$ cat src/rtl/time_set_controller.sv
// time_set_controller: mode/up/down key handler for a clock-setting UI.
// Steps RUN -> SET_HOUR -> SET_MIN -> SET_SEC -> RUN on mode presses.
// Issues single-cycle add/sub pulses to the field being set.
// Drives a blink request for the field being set.
// Optional feature macro: TIME_SET_AUTO_REPEAT_EN enables auto-repeat of held up/down keys.
module time_set_controller #(
    parameter int REPEAT_DELAY  = 500,
    parameter int REPEAT_PERIOD = 100,
    parameter int BLINK_HALF    = 250
) (
    input  logic       clk_src,
    input  logic       reset,
    input  logic       tick,
    input  logic       btn_mode,
    input  logic       btn_up,
    input  logic       btn_down,
    output logic [2:0] add_time,
    output logic [2:0] sub_time,
    output logic       enable,
    output logic [1:0] mode,
    output logic       blink
);

    typedef enum logic [1:0] {
        RUN      = 2'd0,
        SET_HOUR = 2'd1,
        SET_MIN  = 2'd2,
        SET_SEC  = 2'd3
    } state_t;

    // blink counter only ever reaches BLINK_HALF-1, so $clog2(BLINK_HALF) bits suffice
    localparam int BW = (BLINK_HALF > 1) ? $clog2(BLINK_HALF) : 1;

    state_t        state, state_nxt;
    logic          mode_q, up_q, down_q;
    logic          mode_rise, up_rise, down_rise;
    logic          in_set;
    logic [2:0]    field;
    logic          lock;
    logic          press_up, press_down;
    logic          rpt_up, rpt_down;
    logic          fire_up, fire_down;
    logic [BW-1:0] blink_cnt;

    // Previous key levels; loaded in reset too so releasing reset never creates an edge
    always_ff @(posedge clk_src) begin
        mode_q <= btn_mode;
        up_q   <= btn_up;
        down_q <= btn_down;
    end

    assign mode_rise = btn_mode & ~mode_q;
    assign up_rise   = btn_up   & ~up_q;
    assign down_rise = btn_down & ~down_q;

    // State register
    always_ff @(posedge clk_src) begin
        if (!reset) state <= RUN;
        else        state <= state_nxt;
    end

    // Next state on mode edge; field select and run enable from current state
    always_comb begin
        state_nxt = state;
        field     = 3'b000;
        enable    = 1'b0;
        mode      = state;
        unique case (state)
            RUN: begin
                enable = 1'b1;
                if (mode_rise) state_nxt = SET_HOUR;
            end
            SET_HOUR: begin
                field = 3'b100;
                if (mode_rise) state_nxt = SET_MIN;
            end
            SET_MIN: begin
                field = 3'b010;
                if (mode_rise) state_nxt = SET_SEC;
            end
            SET_SEC: begin
                field = 3'b001;
                if (mode_rise) state_nxt = RUN;
            end
            default: state_nxt = RUN;
        endcase
    end

    assign in_set = (state != RUN);

    // Lockout: keys held over a state change, or up+down together, are dead until all released
    always_ff @(posedge clk_src) begin
        if (!reset)                        lock <= 1'b0;
        else if (!btn_up && !btn_down)     lock <= 1'b0;
        else if (mode_rise || (btn_up && btn_down)) lock <= 1'b1;
    end

    // A fresh press only counts alone, unlocked, in a SET state, and when mode is not also moving
    assign press_up   = in_set & up_rise   & ~btn_down & ~lock & ~mode_rise;
    assign press_down = in_set & down_rise & ~btn_up   & ~lock & ~mode_rise;

`ifdef TIME_SET_AUTO_REPEAT_EN
    localparam int RMAX = (REPEAT_DELAY > REPEAT_PERIOD) ? REPEAT_DELAY : REPEAT_PERIOD;
    localparam int RW   = (RMAX > 1) ? $clog2(RMAX) : 1;

    logic          rpt_armed, rpt_phase, rpt_ok, rpt_hit;
    logic [RW-1:0] rpt_cnt;

    // Repeat continues only while exactly one key stays held, unlocked, in a SET state
    assign rpt_ok  = in_set & ~lock & ~mode_rise & (btn_up ^ btn_down);
    assign rpt_hit = rpt_armed & tick &
                     (rpt_cnt == (rpt_phase ? RW'(REPEAT_PERIOD - 1) : RW'(REPEAT_DELAY - 1)));
    assign rpt_up   = rpt_ok & rpt_hit & btn_up;
    assign rpt_down = rpt_ok & rpt_hit & btn_down;

    // Repeat timer: armed by a press, first gap REPEAT_DELAY, then REPEAT_PERIOD; saturates
    always_ff @(posedge clk_src) begin
        if (!reset || !rpt_ok) begin
            rpt_armed <= 1'b0;
            rpt_phase <= 1'b0;
            rpt_cnt   <= '0;
        end else if (press_up || press_down) begin
            rpt_armed <= 1'b1;
            rpt_phase <= 1'b0;
            rpt_cnt   <= '0;
        end else if (rpt_hit) begin
            rpt_phase <= 1'b1;
            rpt_cnt   <= '0;
        end else if (rpt_armed && tick && rpt_cnt != {RW{1'b1}}) begin
            rpt_cnt <= rpt_cnt + 1'b1;
        end
    end
`else
    logic unused_rpt_cfg;
    assign unused_rpt_cfg = ^{32'(REPEAT_DELAY), 32'(REPEAT_PERIOD)};
    assign rpt_up   = 1'b0;
    assign rpt_down = 1'b0;
`endif

    assign fire_up   = press_up   | rpt_up;
    assign fire_down = press_down | rpt_down;

    // Registered pulse outputs; up and down are mutually exclusive so at most one bit is set
    always_ff @(posedge clk_src) begin
        if (!reset) begin
            add_time <= 3'b000;
            sub_time <= 3'b000;
        end else begin
            add_time <= fire_up   ? field : 3'b000;
            sub_time <= fire_down ? field : 3'b000;
        end
    end

    // Blink: blanked on SET entry, unblanked after an edit, toggles every BLINK_HALF ticks
    always_ff @(posedge clk_src) begin
        if (!reset) begin
            blink     <= 1'b0;
            blink_cnt <= '0;
        end else if (mode_rise) begin
            blink     <= (state_nxt != RUN);
            blink_cnt <= '0;
        end else if (!in_set || fire_up || fire_down) begin
            blink     <= 1'b0;
            blink_cnt <= '0;
        end else if (tick) begin
            if (blink_cnt == BW'(BLINK_HALF - 1)) begin
                blink     <= ~blink;
                blink_cnt <= '0;
            end else begin
                blink_cnt <= blink_cnt + 1'b1;
            end
        end
    end

endmodule

$ cat config.mk
export PLATFORM = sky130hd
export DESIGN_NAME = time_set_controller
export DESIGN_NICKNAME = d
export VERILOG_FILES = /design/src/rtl/time_set_controller.sv
export SDC_FILE = /design/constraint.sdc
export NUM_CORES = 1
export LEC_CHECK = 0
export BUFFER_PORTS_ARGS = -buffer_cell sky130_fd_sc_hd__buf_2
export CORE_UTILIZATION = 55
export CTS_CLUSTER_SIZE = 12
export DETAILED_ROUTE_END_ITERATION = 12
export MAX_ROUTING_LAYER = met4
export PLACE_DENSITY = 0.79
export SYNTH_ARGS = -nofsm -noshare
export SYNTH_HDL_FRONTEND = slang
export SYNTH_SLANG_ARGS = --single-unit
$ cat constraint.sdc
create_clock -name clk_src -period 2.95 [get_ports clk_src]
set_input_delay 0.1475 -clock clk_src [delete_from_list [all_inputs] [get_ports clk_src]]
set_output_delay 0.1475 -clock clk_src [all_outputs]
set_load 0.02 [all_outputs]
==> impl_metrics.env <==
export IMPL_synth_cell_area_um2=843
export IMPL_fin_crit_ns=1.40
export IMPL_vias=663
export IMPL_postCtsSetupBuffers=0
export IMPL_yosys_area_share_adder=0.0297
export IMPL_cpMaxStageDelayCell="dlygate4sd3_1"
export IMPL_wl_per_cell_um=12.3
export IMPL_synth_cell_type_count=28
export IMPL_die_h_um=41.2
export IMPL_path_cells="dlygate4sd3_1 -> buf_2 -> nor3b_1 -> o21bai_2 -> o211ai_4 -> nor2_1"
export IMPL_ant_nets=0
export IMPL_cts_root_buffer="clkbuf_4"
export IMPL_wl_um=1500
export IMPL_grt_max_degree=12
export IMPL_io_buffers=15
export IMPL_hold_ws_ns=0.131
export IMPL_cp_max_fo=7
export IMPL_rsz0062_at_grt="no"
export IMPL_timing_final_setup_violations=0
export IMPL_start_kind="input pin"
export IMPL_dp_hpwl_um=1090
export IMPL_synth_edf_count=0
export IMPL_first_global_vias=566
export IMPL_grt_ovfl_total=0
export IMPL_worst_pin_slew_ns=0.362
export IMPL_synth_mux_area_frac=0
export IMPL_core_area_um2=1370
export IMPL_crit_path_end_kind="register"
export IMPL_seqCellArea_um2=420
export IMPL_cts_tree="built"
export IMPL_htreeDepth=1
export IMPL_cap_violations=0
export IMPL_place_congestion=0.728
export IMPL_rows=13
export IMPL_multi_input_area_um2=412
export IMPL_synth_simple_gate_area_frac=0.264
export IMPL_cts_inserted_buffers=3
export IMPL_synth_top_family_by_area="simple AND/OR/NAND/NOR gates"
export IMPL_fin_tns_setup_ns=0
export IMPL_p_leak_nw=0.412
export IMPL_syn_num_nets=94
export IMPL_fin_nets=116
export IMPL_slew_violations=0
export IMPL_yosys_warnings=0
export IMPL_cts_resized=0
export IMPL_cts_path_max_buffers=2
export IMPL_critical_path_max_stage_delay_ns=0.54
export IMPL_holdBufCountCts=3
export IMPL_initial_utilization=0.617
export IMPL_grt_pass1_wl_um=2270
export IMPL_power_density_nw_per_um2=482
export IMPL_routed_via_density=5.43
export IMPL_worstSetupPathType="in2reg"
export IMPL_ir_worst_vdd_mv=0.354
export IMPL_io_pins=16
export IMPL_drtPass1Iterations=4
export IMPL_arrival_ns=1.59
export IMPL_fin_crit_sh=0.474
export IMPL_die_x_um=41.2
export IMPL_syn_avg_cell_area_um2=9.81
export IMPL_antenna_found_initial=0
export IMPL_hold_viol=0
export IMPL_n_fill_cell=115
export IMPL_hold_class="in2reg"
export IMPL_skew_ns=0.00245
export IMPL_yosys_register_bits=21
export IMPL_synth_flop_cell="dfxtp_1"
export IMPL_antenna_cells=0
export IMPL_drt_iter0_drc=8
export IMPL_required_ns=3.14
export IMPL_clock_sinks=21
export IMPL_critPathTopFamily="buffers and inverters"
export IMPL_syn_to_final_growth_pct=16.9
export IMPL_status="finished, final reports clean"
export IMPL_layout_drive_gt1_share=0.234
export IMPL_slew_headroom=0.758
export IMPL_synthArstFlopShare=0
export IMPL_remaining_drc_errors=0
export IMPL_total_power_uw=476
export IMPL_clkLatencyLatePin_ns=0.30
export IMPL_die_area_um2=1690
export IMPL_synth_seq_area_share=0.499
export IMPL_synth_compound_area_frac=0.101
export IMPL_grtUsageTotal=0.217
export IMPL_fmax_mhz=715
export IMPL_clkTransAtPathRegs_ns=0.11
export IMPL_syn_inst=86
export IMPL_critical_path_buf_inv_count=2
export IMPL_synth_xor_area_share=0.0935
-- worst register-to-register path: stages (launching register included) --
cell and delay (ns):
dfxtp_1 0.43, ha_1 0.19, nand4b_2 0.15, a21o_1 0.19, a21oi_1 0.16, nor2_1 0.06
-- cells by family after synthesis --
family / after synthesis
and+or+nand+nor: 43
adders and majority gates: 2
AOI/OAI and AO/OA: 9
buffers and inverters: 2
DFF: 21
xor gates and xnor gates: 9
-- path summary, 6_finish.rpt --
check	startpoint	to	slack, ns	cells after the start
worst max-delay path	btn_down	blink_cnt[4]	1.55	6
worst max register to register	blink_cnt[0]	blink_cnt[7]	1.67	5
worst min-delay path	reset	mode[0]	0.13	2
worst min register to register	blink_cnt[1]	blink_cnt[1]	0.56	2
-- sequential cells by signal, indices dropped and copies added (netlist names) --
name and count:
up_q 1, down_q 1, lock 1, blink 1, add_time 3, mode 2, mode_q 1, blink_cnt 8
sub_time 3
-- Yosys cell counts, drive strengths merged (2+ instances only) --
library cell  number  share of area
o21ai              2          0.016
xnor2              5          0.052
dfxtp             21           0.50
nand4              4          0.037
nor3               2          0.012
ha                 2          0.030
xor2               4          0.042
and2               2          0.015
nand2              9          0.040
nor3b              2          0.018
nor2              19          0.093
-- per-stage QoR --
step                      area [um2]   util  worst slack, ns  std cells
after detailed placement         930  0.680             1.69        115
after floorplan                  843      -             1.77         86
final                            986  0.722             1.55        122
after global placement           930  0.680             1.75        115
after CTS                        986  0.722             1.59        122
after global routing             986  0.722             1.42        122
-- power breakdown --
| group | internal [mW] | switching, mW |
|---|---|---|
| Clock | 0.0527 | 0.0827 |
| Sequential | 0.290 | 0.00627 |
| Combinational | 0.0198 | 0.0243 |
-- metal layers --
layer  track usage  wire length, um
met1         0.248              677
met5             -                0
met3        0.0326               67
met4         0.121               24
met2         0.359              727
-- layout make-up --
type,count,share of cell area
clock buffer,4,0.0266
inverter,1,0.00381
multi-input combinational,63,0.418
sequential,21,0.426
tap,15,0.0190
timing repair buffer,18,0.107
-- placed cells by master, fill, tap and decap left out, types with 2 or more instances in the layout --
cell type | netlist | routed
nor3_1 | 2 | 2
dlygate4sd3_1 | 0 | 3
xor2_1 | 4 | 4
and2_1 | 2 | 2
nand2_1 | 9 | 9
clkbuf_4 | 0 | 3
nand4_1 | 3 | 3
xnor2_1 | 5 | 5
buf_2 | 0 | 15
nor2_1 | 18 | 18
ha_1 | 2 | 2
dfxtp_1 | 21 | 21
nor3b_1 | 2 | 2
Power figures use the tool's default switching activity.
